$ cat src/rtl/cpu_defs_pkg.sv
// Shared definitions for the Phase-1 control path: opcodes, sequencer states,
// ALU select bit positions and IR field positions.
package cpu_defs_pkg;

    localparam logic [4:0] OP_ADD  = 5'd3;
    localparam logic [4:0] OP_SUB  = 5'd4;
    localparam logic [4:0] OP_AND  = 5'd5;
    localparam logic [4:0] OP_OR   = 5'd6;
    localparam logic [4:0] OP_ROR  = 5'd7;
    localparam logic [4:0] OP_ROL  = 5'd8;
    localparam logic [4:0] OP_SHR  = 5'd9;
    localparam logic [4:0] OP_SHRA = 5'd10;
    localparam logic [4:0] OP_SHL  = 5'd11;
    localparam logic [4:0] OP_MUL  = 5'd15;
    localparam logic [4:0] OP_DIV  = 5'd16;
    localparam logic [4:0] OP_NEG  = 5'd17;
    localparam logic [4:0] OP_NOT  = 5'd18;
    localparam logic [4:0] OP_NOP  = 5'd26;
    localparam logic [4:0] OP_HALT = 5'd27;

    localparam logic [3:0] ST_IDLE = 4'd0;
    localparam logic [3:0] ST_T0   = 4'd1;
    localparam logic [3:0] ST_T1   = 4'd2;
    localparam logic [3:0] ST_T2   = 4'd3;
    localparam logic [3:0] ST_T3   = 4'd4;
    localparam logic [3:0] ST_T4   = 4'd5;
    localparam logic [3:0] ST_T5   = 4'd6;
    localparam logic [3:0] ST_T6   = 4'd7;
    localparam logic [3:0] ST_HALT = 4'd8;

    localparam int ALU_W    = 13;
    localparam int ALU_ADD  = 0;
    localparam int ALU_SUB  = 1;
    localparam int ALU_MUL  = 2;
    localparam int ALU_DIV  = 3;
    localparam int ALU_AND  = 4;
    localparam int ALU_OR   = 5;
    localparam int ALU_SHR  = 6;
    localparam int ALU_SHRA = 7;
    localparam int ALU_SHL  = 8;
    localparam int ALU_ROR  = 9;
    localparam int ALU_ROL  = 10;
    localparam int ALU_NEG  = 11;
    localparam int ALU_NOT  = 12;

    localparam int IR_OP_HI = 31;
    localparam int IR_RA_HI = 26;
    localparam int IR_RB_HI = 22;
    localparam int IR_RC_HI = 18;

    typedef enum logic [2:0] {
        CLS_NONE,
        CLS_BINARY,
        CLS_MULDIV,
        CLS_UNARY,
        CLS_HALT
    } op_class_e;

    // Undefined opcodes fall into CLS_NONE and behave exactly like NOP.
    function automatic op_class_e opClass(input logic [4:0] op);
        case (op)
            OP_ADD, OP_SUB, OP_AND, OP_OR, OP_ROR, OP_ROL,
            OP_SHR, OP_SHRA, OP_SHL: opClass = CLS_BINARY;
            OP_MUL, OP_DIV:          opClass = CLS_MULDIV;
            OP_NEG, OP_NOT:          opClass = CLS_UNARY;
            OP_HALT:                 opClass = CLS_HALT;
            default:                 opClass = CLS_NONE;
        endcase
    endfunction

    function automatic logic [ALU_W-1:0] aluSelect(input logic [4:0] op);
        aluSelect = '0;
        case (op)
            OP_ADD:  aluSelect[ALU_ADD]  = 1'b1;
            OP_SUB:  aluSelect[ALU_SUB]  = 1'b1;
            OP_MUL:  aluSelect[ALU_MUL]  = 1'b1;
            OP_DIV:  aluSelect[ALU_DIV]  = 1'b1;
            OP_AND:  aluSelect[ALU_AND]  = 1'b1;
            OP_OR:   aluSelect[ALU_OR]   = 1'b1;
            OP_SHR:  aluSelect[ALU_SHR]  = 1'b1;
            OP_SHRA: aluSelect[ALU_SHRA] = 1'b1;
            OP_SHL:  aluSelect[ALU_SHL]  = 1'b1;
            OP_ROR:  aluSelect[ALU_ROR]  = 1'b1;
            OP_ROL:  aluSelect[ALU_ROL]  = 1'b1;
            OP_NEG:  aluSelect[ALU_NEG]  = 1'b1;
            OP_NOT:  aluSelect[ALU_NOT]  = 1'b1;
            default: aluSelect = '0;
        endcase
    endfunction

endpackage

$ cat src/rtl/control_sequencer_reg_select.sv
// Turns a 4-bit register field into a one-hot enable vector, all zero when disabled.
module reg_select
    import cpu_defs_pkg::*;
#(
    parameter int NREG = 16
) (
    input  logic [3:0]      field_i,
    input  logic            en_i,
    output logic [NREG-1:0] onehot_o
);

    always_comb begin
        onehot_o = '0;
        if (en_i) begin
            onehot_o[field_i] = 1'b1;
        end
    end

endmodule

$ cat src/rtl/control_sequencer.sv
// Moore sequencer stepping the Phase-1 Datapath through fetch (T0-T2) and the
// execute steps (T3-T6) of register-format ALU instructions.
module control_sequencer
    import cpu_defs_pkg::*;
#(
    parameter int NREG = 16,
    parameter int OPW  = 5
) (
    input  logic             clock,
    input  logic             clear,
    input  logic             run,
    input  logic             mem_ready,
    input  logic [31:0]      IR,
    output logic [NREG-1:0]  Rin,
    output logic [NREG-1:0]  Rout,
    output logic             PCout,
    output logic             PCin,
    output logic             IncPC,
    output logic             MARin,
    output logic             MDRin,
    output logic             MDRout,
    output logic             MDMuxread,
    output logic             IRin,
    output logic             Yin,
    output logic             Zhighin,
    output logic             Zlowin,
    output logic             Zhighout,
    output logic             Zlowout,
    output logic             HIin,
    output logic             LOin,
    output logic [ALU_W-1:0] alu_op,
    output logic             halted,
    output logic             instr_done
);

    logic [3:0]      state_q, state_d;
    logic            t1Held_q, t1Held_d;
    logic [OPW-1:0]  opcode;
    op_class_e       cls;
    logic [ALU_W-1:0] aluSel;
    logic [3:0]      nextAfterLast;
    logic            raEn, rbEn, rcEn;
    logic [NREG-1:0] routB, routC;
    logic            unusedIrLow;

    assign opcode        = IR[IR_OP_HI -: OPW];
    assign cls           = opClass(opcode);
    assign aluSel        = aluSelect(opcode);
    assign nextAfterLast = run ? ST_T0 : ST_IDLE;
    assign unusedIrLow   = ^IR[14:0];

    always_ff @(posedge clock or negedge clear) begin
        if (!clear) begin
            state_q  <= ST_IDLE;
            t1Held_q <= 1'b0;
        end else begin
            state_q  <= state_d;
            t1Held_q <= t1Held_d;
        end
    end

    // Remembers that T1 has already been spent waiting, so PC is loaded only once.
    assign t1Held_d = (state_q == ST_T1) && !mem_ready;

    always_comb begin
        state_d = state_q;
        case (state_q)
            ST_IDLE: state_d = run ? ST_T0 : ST_IDLE;
            ST_T0:   state_d = ST_T1;
            ST_T1:   state_d = mem_ready ? ST_T2 : ST_T1;
            ST_T2:   state_d = ST_T3;
            ST_T3: begin
                case (cls)
                    CLS_HALT: state_d = ST_HALT;
                    CLS_NONE: state_d = nextAfterLast;
                    default:  state_d = ST_T4;
                endcase
            end
            ST_T4:   state_d = (cls == CLS_UNARY) ? nextAfterLast : ST_T5;
            ST_T5:   state_d = (cls == CLS_MULDIV) ? ST_T6 : nextAfterLast;
            ST_T6:   state_d = nextAfterLast;
            ST_HALT: state_d = ST_HALT;
            default: state_d = ST_IDLE;
        endcase
    end

    always_comb begin
        PCout = 1'b0; PCin = 1'b0; IncPC = 1'b0; MARin = 1'b0;
        MDRin = 1'b0; MDRout = 1'b0; MDMuxread = 1'b0; IRin = 1'b0;
        Yin = 1'b0; Zhighin = 1'b0; Zlowin = 1'b0; Zhighout = 1'b0;
        Zlowout = 1'b0; HIin = 1'b0; LOin = 1'b0; alu_op = '0;
        halted = 1'b0; instr_done = 1'b0;
        raEn = 1'b0; rbEn = 1'b0; rcEn = 1'b0;
        case (state_q)
            ST_T0: begin
                PCout = 1'b1; MARin = 1'b1; IncPC = 1'b1; Zlowin = 1'b1;
            end
            ST_T1: begin
                Zlowout = 1'b1; PCin = !t1Held_q; MDMuxread = 1'b1; MDRin = 1'b1;
            end
            ST_T2: begin
                MDRout = 1'b1; IRin = 1'b1;
            end
            ST_T3: begin
                case (cls)
                    CLS_BINARY, CLS_MULDIV: begin
                        rbEn = 1'b1; Yin = 1'b1;
                    end
                    CLS_UNARY: begin
                        rbEn = 1'b1; alu_op = aluSel; Zlowin = 1'b1;
                    end
                    CLS_NONE: instr_done = 1'b1;
                    default: ;
                endcase
            end
            ST_T4: begin
                if (cls == CLS_UNARY) begin
                    Zlowout = 1'b1; raEn = 1'b1; instr_done = 1'b1;
                end else begin
                    rcEn = 1'b1; alu_op = aluSel; Zlowin = 1'b1;
                    Zhighin = (cls == CLS_MULDIV);
                end
            end
            ST_T5: begin
                Zlowout = 1'b1;
                if (cls == CLS_MULDIV) begin
                    LOin = 1'b1;
                end else begin
                    raEn = 1'b1; instr_done = 1'b1;
                end
            end
            ST_T6: begin
                Zhighout = 1'b1; HIin = 1'b1; instr_done = 1'b1;
            end
            ST_HALT: halted = 1'b1;
            default: ;
        endcase
    end

    reg_select #(.NREG(NREG)) u_rinSel (
        .field_i  (IR[IR_RA_HI -: 4]),
        .en_i     (raEn),
        .onehot_o (Rin)
    );

    reg_select #(.NREG(NREG)) u_routBSel (
        .field_i  (IR[IR_RB_HI -: 4]),
        .en_i     (rbEn),
        .onehot_o (routB)
    );

    reg_select #(.NREG(NREG)) u_routCSel (
        .field_i  (IR[IR_RC_HI -: 4]),
        .en_i     (rcEn),
        .onehot_o (routC)
    );

    assign Rout = routB | routC;

endmodule

$ cat config.mk
export PLATFORM = sky130hd
export DESIGN_NAME = control_sequencer
export DESIGN_NICKNAME = d
export VERILOG_FILES = /design/src/rtl/cpu_defs_pkg.sv /design/src/rtl/control_sequencer_reg_select.sv /design/src/rtl/control_sequencer.sv
export SDC_FILE = /design/constraint.sdc
export NUM_CORES = 1
export LEC_CHECK = 0
export CORE_MARGIN = 10
export CORE_UTILIZATION = 33
export DETAILED_ROUTE_END_ITERATION = 10
export MAX_ROUTING_LAYER = met4
export PLACE_DENSITY_LB_ADDON = 0.3
export SETUP_SLACK_MARGIN = 0.02
export SLEW_MARGIN = 0
export SYNTH_ARGS = -nofsm -noshare
export SYNTH_HDL_FRONTEND = slang
export SYNTH_SLANG_ARGS = --single-unit
$ cat constraint.sdc
create_clock -name clock -period 2.7 [get_ports clock]
set_input_delay 0.54 -clock clock [delete_from_list [all_inputs] [get_ports clock]]
set_output_delay 0.54 -clock clock [all_outputs]
set_load 0.05 [all_outputs]
== Word level (Yosys, flattened, before mapping) ==
Memory sizes are Yosys's and may differ from the RTL's.
Index checks and enable logic that the tools add are counted.
Word-level totals
  memory bits (read-only): 96
  register bits after elaboration: 5
  memories kept: 1
  word-level logic and storage cells: 101
  output and inout bits: 62
  input bits: 36
Cells by class
  eq/ne operators: 25
  bitwise logic cells: 1
  multiplexer cells: 54
  magnitude comparators: 6
  reduce and logical (&&, ||, !) cells: 12
Memory list
  (no name shown): words 32, width 3, read ports 1, clocked after Yosys merged registers in 0, wr ports 0, line cpu_defs_pkg.sv:61  | case (op)
Operators with widths (number)
  16-bit 2-to-1 mux: 3
  1-bit 2-to-1 mux: 37
  4-bit case mux with 8 select lines: 1
  13-bit 2-to-1 mux: 2
  13-bit case mux with 2 select lines: 1
  5-bit by 4-bit == test with 1-bit output (second input constant): 5
  5-bit by 3-bit == test with 1-bit output (second input constant): 4
  4-bit by 3-bit == test with 1-bit output (second input constant): 4
  16-bit bitwise OR: 1
  5-bit == test (second input constant): 3
  4-bit by 5-bit < comparator with 1-bit output (second input constant): 3
  1-bit demux with 4-bit select: 3
  4-bit by 1-bit >= comparator with 1-bit output (second input constant): 3
  4-bit by 2-bit == test with 1-bit output (second input constant): 2
  4-bit case mux with 2 select lines: 1
  3-bit by 2-bit == test with 1-bit output (second input constant): 2
  3-bit 2-to-1 mux: 2
  2-bit OR reduction: 3
  5-bit by 2-bit == test with 1-bit output (second input constant): 1
  4-bit by 1-bit == test with 1-bit output (second input constant): 1
  4-bit == test (second input constant): 1
  1-bit logical AND: 4
  4-bit zero test: 1
  1-bit case mux with 2 select lines: 2
  other kinds (7): 8

== Longest topological paths before layout ==
Gate-level depths: netlist of the first run.
An unclocked memory read counts as a cell.
  word-level depth: 7
  mapped depth: 7
  gate-level depth less buffers: 6

== Modules after synthesis ==
From an unflattened synthesis of the first run, not the netlist that was laid out.
Second synthesis, totals
  cells, all modules: 194
  area total of the unflattened synthesis: 1242.4 sq um
Modules (own cells, without submodules)
  control_sequencer: times used 1, area each 887.1 sq um, cells an instance 125, sequential area each 125.1 sq um
  reg_select (u_rinSel ...): times used 2, area each 117.6 sq um, cells an instance 23, sequential area each 0.0 sq um
  reg_select (u_routBSel): times used 1, area each 120.1 sq um, cells an instance 23, sequential area each 0.0 sq um

== Worst setup path before layout of the first run ==
OpenSTA, ideal clock, no wires.
  kind: input to output
  from: input port IR[27]
  to: output port Rin[2]
  required time: 2.160 ns
  arrival: 2.759 ns
  stages: 5
  path buffers: 0
  slack: -0.599 ns
  path through: ha_1 > nor4b_4 > a31oi_1 > or4_4 > nor3_1
Between the ends
  word-level cells in the longest chain between the ends: 5
  elaborated cells on any way between the ends: 7
  those cells by class: 2 x eq/ne; 4 x mux; 1 x memory
Ends and longest elaborated chain
  start: declaration: line control_sequencer.sv:13  | input logic [31:0] IR,
  memory read 32 x 3 bit *
  3-bit by 2-bit == test with 1-bit output (on tied branches): line control_sequencer.sv:126, control_sequencer.sv:117
  1-bit 2-to-1 mux (on tied branches): line control_sequencer.sv:126, control_sequencer.sv:117
  1-bit case mux with 2 select lines *: line control_sequencer.sv:94  | case (state_q)
  16-bit 2-to-1 mux *: line control_sequencer_reg_select.sv:14  | if (en_i) begin
  end: declaration: line control_sequencer.sv:14  | output logic [NREG-1:0] Rin,
Mark *: on every way between the ends. The rest lies on a longest branch, timed or not.

== Worst setup path in the final report of the first run ==
  from: input port IR[27]
  to: output port Rout[13]
Between the ends
  word-level cells in the longest chain between the ends: 7
  elaborated cells on any way between the ends: 12
  those cells by class: 3 x eq/ne; 6 x mux; 1 x bitwise; 1 x reduce/logical; 1 x memory
Ends and longest elaborated chain
  memory read 32 x 3 bit *
  3-bit by 2-bit == test with 1-bit output, or another cell as far along: line control_sequencer.sv:105, control_sequencer.sv:117
  3-bit OR reduction (no source line)
  1-bit 2-to-1 mux: line control_sequencer.sv:105  | case (cls)
  1-bit 2-to-1 mux: line control_sequencer.sv:94
  16-bit 2-to-1 mux: line control_sequencer_reg_select.sv:14
  16-bit bitwise OR *: line control_sequencer.sv:158  | assign Rout = routB | routC;
  end: declaration: line control_sequencer.sv:15  | output logic [NREG-1:0] Rout,
Marked as above.

==> results of run 1 <==
## sequential cells by signal (all words and copies together), names as in the netlist
register / flops
state_q: 4
t1Held_q: 1
## worst max-delay path by stage
stage / to / slack [ns] / cells past startpoint
after floorplan: Rin[10] / -0.22 / 5
after global placement: instr_done / -0.54 / 7
after detailed placement: Rin[10] / -0.64 / 7
after CTS: Rin[2] / -0.14 / 7
after global routing: instr_done / -0.23 / 9
final: Rout[13] / -0.20 / 9
## Yosys cell counts (all sizes together)
library cell and number:
a31oi 2, nand4bb 1, nand2b 11, clkbuf 1, or4b 1, or4 3, nor2 31, and4 1
o21bai 1, nand4 6, nor3 9, o22ai 16, ha 5, a21boi 1, a311o 1, a32oi 1
o31ai 1, nand3b 3, nand3 9, buf 12, o21ai 4, and2b 1, nor4b 4, inv 7
nand4b 3, a21oi 3, and2 9, nor2b 6, nand2 15, or2 1, or3 2, dfrtp 5
and3 1, nor4 1, a22o 1, o211a 2
## logic make-up (layout without fill, tap and decap cells)
logic type,Yosys count,in the layout,synth area share (%)
AOI/OAI and AO/OA,33,33,18.3
buffers and inverters,20,128,9.02
adders and majority gates,5,5,5.25
and+or+nand+nor,118,118,57.0
DFF,5,5,10.5
## final cells by class
cell class,count,area share (%)
Inverter,7,0.792
Tap cell,46,1.74
Clock buffer,3,0.679
Sequential cell,5,3.89
Clock inverter,1,0.151
Multi-Input combinational cell,156,44.1
Timing Repair Buffer,117,48.6
## layer usage
| layer | wire, microns | global-route usage, % | vias to the layer above | part of all wire [%] |
|---|---|---|---|---|
| met3 | 884 | 4.68 | 79 | 9.1 |
| met5 | 0 | - | - | 0 |
| met1 | 3340 | 21.1 | 1025 | 34 |
| met2 | 4780 | 37.7 | 232 | 49 |
| met4 | 709 | 6.69 | 0 | 7.3 |
| li1 | - | - | 871 | - |
## power by group through the flow
stage | logic [uW] | clock network, uW | registers, uW
2_1_floorplan | 740 | 0 | 115
3_3_place_gp | 1030 | 0 | 173
3_5_place_dp | 1060 | 0 | 175
4_1_cts | 1090 | 99.1 | 176
5_1_grt | 1310 | 103 | 202
6_report | 1280 | 103 | 197
## worst register-to-register path, cell delays in order (launching register included)
cell and delay (ns):
dfrtp_2 0.52, nor4b_4 0.41, nand4_1 0.36, clkbuf_16 0.30, nand4_1 0.16
## cells in the final DEF (no fill, tap or decap), types with 6 or more instances in the layout
master           instances
clkdlybuf4s50_1         19
nor2_4                  10
nor2b_1                  6
buf_12                  52
nor2_1                  17
nand4_1                  6
buf_4                   37
o22ai_4                 14
nand2_1                 15
and2_1                   6
nand2b_1                11
nand3_1                  6
## repair_timing
action / 4_1_cts / 5_1_grt
hold endpoints to repair: 0 / 0
setup buffers: 6 / 6
pin swaps: 11 / 20
resized for setup: 53 / 47
gates cloned: 0 / 1
setup endpoints to repair: 43 / 43
## through the flow
step | util [%] | cells | TNS, ns | total power (uW)
6_report | 97.1 | 335 | -3.60 | 1580
5_1_grt | 97.1 | 335 | -4.60 | 1610
4_1_cts | 88.1 | 328 | -0.756 | 1360
3_5_place_dp | 82.1 | 318 | -20.84 | 1230
3_3_place_gp | 82.1 | 318 | -17.87 | 1200
2_1_floorplan | - | 181 | -2.27 | 856
==> flow_summary.toml, run 1 <==
[clock_tree]
clk_pin_slew_ns = 0.06
cts_root_buffer = "clkbuf_4"
clk_latency_ns = 0.27
cts_tree = "done"
htree_levels = 1
numClockSinks = 5
clockBufferDepth = 2
ctsHoldBuffers = 0
cts_buffers = 3

[floorplan]
start_util_pct = 34.9
rows = 21
core_sq_um = 3420
fp.dieH_microns = 80.1
die_w_microns = 80.1
die_area_sq_um = 6420
io_pins = 98

[pwr]
p_sw_uw = 951
combPwrFrac_pct = 81.0
vdd_ir_drop_max_v = 0.000278
p_int_uw = 627
p_seq_share_pct = 12.5
pwr-share-clk_pct = 6.5
sw_frac_of_total_pct = 60.3
total_leakage_power_uw = 0.00123
p_per_area_nw_per_um2 = 476

[setup_path]
setup.worst_path.end_class = "primary output"
crit_top_cell = "buf_12"
cp.required_ns = 2.16
critPathBufInv = 5
max_stage_delay_ns = 0.35
startpoint = "IR[27]"
r2r-start = "state_q[0]$_DFF_PN0_"
r2r_end = "state_q[0]$_DFF_PN0_"
crit_arrival_ns = 2.36
cpLargestDelayFamily = "buffers and inverters"
critical_path_class = "primary input to primary output"
ff2ff_path_depth = 4
path_cells = "buf_8 -> inv_1 -> ha_4 -> inv_2 -> a31oi_4 -> nand4_1 -> buf_12 -> o22ai_4 -> buf_12"
r2r_slack_ns = 0.86
cp_slowest_cell = "ha_4"
worstPathMaxFanout = 8
start_kind = "primary input"

[outcome]
status = "finished, violations left"
violations = "setup timing"

[finish]
drive_above_1_share_pct = 58.5
seqCellArea_sq_um = 129
multi_input_area_sq_um = 1460
fill_cells = 55
final_nets = 331
antenna_cells = 0
final_area_sq_um = 3320
area_growth_pct = 178

[route]
wirelength_microns = 9710
drt_pre_antenna_iters = 6
drc = 0
vias = 2207
ant_nets = 0
drt-initial-drc-count = 379
wl_per_cell_microns = 29.0
vias_per_cell = 6.59

[global_routing]
antenna_found_initial = 0
grt_pass1_vias = 1924
grt_max_degree = 16
grt_use_total_pct = 20.6
grt_pass1_wl_microns = 10200
grt_overflow_total = 0

[yosys]
seq_area_frac_synth_pct = 10.5
synth_top_area_cell = "dfrtp_1"
ys_seq_elements = 5
syn_area_sq_um = 1190
yosysWarnings = 0
synth.avg_cell_area_sq_um = 6.59
synthTopCellsByArea = "dfrtp_1, nor2_1, o22ai_1"
syn_inst = 181
netlist-cell-type-count = 39
synth_nets = 222
synth_top_area_share_pct = 10.5

[timing]
finalMaxSlewViolations = 0
tightest_slew_ns = 0.611
timing.final.crit_share_pct = 107
skew_ns = 0.0111
rsz0062_at_grt = "yes"
finalHoldViolCount = 0
fin_crit_ns = 2.90
finalWorstSetupSlack_ns = -0.201
max_freq_ghz = 0.345
slew_headroom_pct = 58.8
finalSetupViolCount = 36
whs_ns = 0.492

[place]
hpwl_microns = 5120
place.gp.congestion = 0.895
post-place-ws_ns = -0.642
portBuffers = 82
placed_area_sq_um = 2810

[worst_hold_path]
hold_path.class = "primary input to asynchronous set/reset pin"

[job]
maxCapViolCount = 0
Note: power is estimated with default switching activity, not from simulation.
==> run 2, diff against run 1 <==
--- a/config.mk
+++ b/config.mk
@@ -8,10 +8,11 @@
 export CORE_MARGIN = 10
 export CORE_UTILIZATION = 33
 export DETAILED_ROUTE_END_ITERATION = 10
+export GPL_ROUTABILITY_DRIVEN = 0
 export MAX_ROUTING_LAYER = met4
 export PLACE_DENSITY_LB_ADDON = 0.3
 export SETUP_SLACK_MARGIN = 0.02
-export SLEW_MARGIN = 0
+export SLEW_MARGIN = 30
 export SYNTH_ARGS = -nofsm -noshare
 export SYNTH_HDL_FRONTEND = slang
 export SYNTH_SLANG_ARGS = --single-unit
==> results of run 2 <==
Same layout as run 1: the final DEF is identical, and so are final timing and power.
==> run 3, diff against run 2 <==
--- a/config.mk
+++ b/config.mk
@@ -6,12 +6,15 @@
 export NUM_CORES = 1
 export LEC_CHECK = 0
 export CORE_MARGIN = 10
-export CORE_UTILIZATION = 33
+export CORE_UTILIZATION = 34
+export CTS_BUF_LIST = sky130_fd_sc_hd__clkbuf_8
 export DETAILED_ROUTE_END_ITERATION = 10
 export GPL_ROUTABILITY_DRIVEN = 0
+export HOLD_SLACK_MARGIN = 0.12
 export MAX_ROUTING_LAYER = met4
 export PLACE_DENSITY_LB_ADDON = 0.3
 export SETUP_SLACK_MARGIN = 0.02
+export SKIP_CTS_REPAIR_TIMING = 1
 export SLEW_MARGIN = 30
 export SYNTH_ARGS = -nofsm -noshare
 export SYNTH_HDL_FRONTEND = slang
==> run 3 against run 2 <==
Against the previous run: the run still ends with setup timing left; design area decreased by 6.7%; cell count is 2.4% lower; wire length fell by 27%; power shrank 4.2%; clock power up 37%.
==> flow_summary.toml, run 3 (synthesized netlist as in run 1, its figures left out) <==
[pwr]
p_per_area_nw_per_um2 = 489
p_total_uw = 1510
vdd_ir_drop_max_v = 0.000279
total_leakage_power_uw = 0.00120

[finish]
final_common_cell = "buf_12"
final_util_pct = 92.0
area_growth_pct = 159
fill_cells = 112
largest_registers = "state_q: 4 flops, t1Held_q: 1 flops"
top_register = "state_q"
final_nets = 323
drive_above_1_share_pct = 52.7
seqCellArea_sq_um = 126
most-common-layout-cells = "buf_12, buf_4, clkdlybuf4s50_1"
antenna_cells = 0
multi_input_area_sq_um = 1300
largest_reg_flops = 4

[route]
wl_per_cell_microns = 21.7
vias = 1950
drt_pre_antenna_iters = 4
drc = 0
wirelength_microns = 7090
ant_nets = 0
drt-initial-drc-count = 221
vias_per_cell = 5.96

[timing]
skew_ns = 0.00307
rsz0062_at_grt = "yes"
fin_crit_ns = 2.85
finalSetupViolCount = 20
finalHoldViolCount = 0
tightest_slew_ns = 0.507
timing.final.crit_share_pct = 106
slew_headroom_pct = 66.1
whs_ns = 0.538
tns_ns = -1.15
finalMaxSlewViolations = 0
finalWorstSetupSlack_ns = -0.150
max_freq_ghz = 0.351

[clock_tree]
cts_buffers = 3
clockBufferDepth = 2
numClockSinks = 5
clk_latency_ns = 0.23
htree_levels = 1
clk_pin_slew_ns = 0.04
cts_root_buffer = "clkbuf_8"
cts_tree = "done"

[setup_path]
max_stage_delay_ns = 0.50
crit_arrival_ns = 2.31
worstPathMaxFanout = 4
critical_path_class = "primary input to primary output"
setup.worst_path.end_class = "primary output"
r2r_end = "state_q[2]$_DFF_PN0_"
cp.required_ns = 2.16
path_cells = "buf_8 -> ha_4 -> nor4b_4 -> a31oi_4 -> or4_4 -> nor3_4 -> buf_12"
ff2ff_path_depth = 5
r2r-start = "state_q[1]$_DFF_PN0_"
r2r_slack_ns = 1.01
start_kind = "primary input"
cp_slowest_cell = "or4_4"

[floorplan]
start_util_pct = 35.5
die_area_sq_um = 6280
io_pins = 98
core_sq_um = 3360
fp.dieH_microns = 79.2
die_w_microns = 79.2
rows = 21

[global_routing]
antenna_found_initial = 0
grt_pass1_wl_microns = 8910
grt_max_degree = 13
grt_pass1_vias = 1817
grt_overflow_total = 0
grt_use_total_pct = 17.7

[worst_hold_path]
hold_path.class = "primary input to asynchronous set/reset pin"

[job]
maxCapViolCount = 0

[place]
portBuffers = 82
post-place-ws_ns = -0.605
hpwl_microns = 4770

[outcome]
status = "finished, violations left"
violations = "setup timing"
==> run 3: cell count changes in the layout (fill, tap and decap cells not counted), sizes merged <==
| cell | previous run | this run |
|---|---|---|
| clkbuf | 5 | 3 |
| inv | 7 | 8 |
| buf | 96 | 87 |
| dlymetal6s2s | 0 | 3 |
| clkinv | 1 | 0 |
==> run 3: how the worst max path moves through the flow <==
stage / startpoint / to / slack [ns] / depth (start not counted)
5_1_grt: IR[27] / Rin[2] / -0.19 / 7
3_3_place_gp: IR[27] / Rin[11] / -0.52 / 7
3_5_place_dp: IR[27] / Rin[15] / -0.60 / 7
6_report: IR[27] / Rin[2] / -0.15 / 7
4_1_cts: IR[27] / Rin[15] / -0.61 / 7
2_1_floorplan: IR[27] / Rin[10] / -0.22 / 5
==> run 3: stage by stage <==
stage	area [sq um]	cells
6_report	3090	327
3_5_place_dp	2800	319
3_3_place_gp	2800	319
5_1_grt	3090	327
2_1_floorplan	1340	181
4_1_cts	2850	323
==> run 3: final cells by class <==
| class | instances | area share, % |
|---|---|---|
| clock buffer | 3 | 1.33 |
| inverter | 7 | 0.849 |
| clock inverter | 1 | 0.121 |
| sequential | 5 | 4.08 |
| multi-input combinational | 156 | 42.1 |
| timing repair buffer | 109 | 49.7 |
| tap | 46 | 1.86 |
==> run 3: worst max-delay path, delay by kind of cell <==
kind            cells  cell delay, ns
buf+inv             2            0.28
fa+ha+maj           1            0.17
compound gates      1            0.17
simple gates        3            1.15
==> run 3: where the power goes <==
group	internal, uW	leakage, uW	switching, uW
logic	454	0.00110	760
clock network	97.9	0.0000269	42.7
registers	103	0.0000644	54.2
==> run 3: layer usage <==
metal / global-route usage (%) / up-vias / wire (microns)
met5: - / - / 0
met4: 4.48 / 0 / 200
met3: 6.19 / 21 / 652
met2: 31.8 / 145 / 3630
met1: 17.8 / 920 / 2610
li1: - / 864 / -
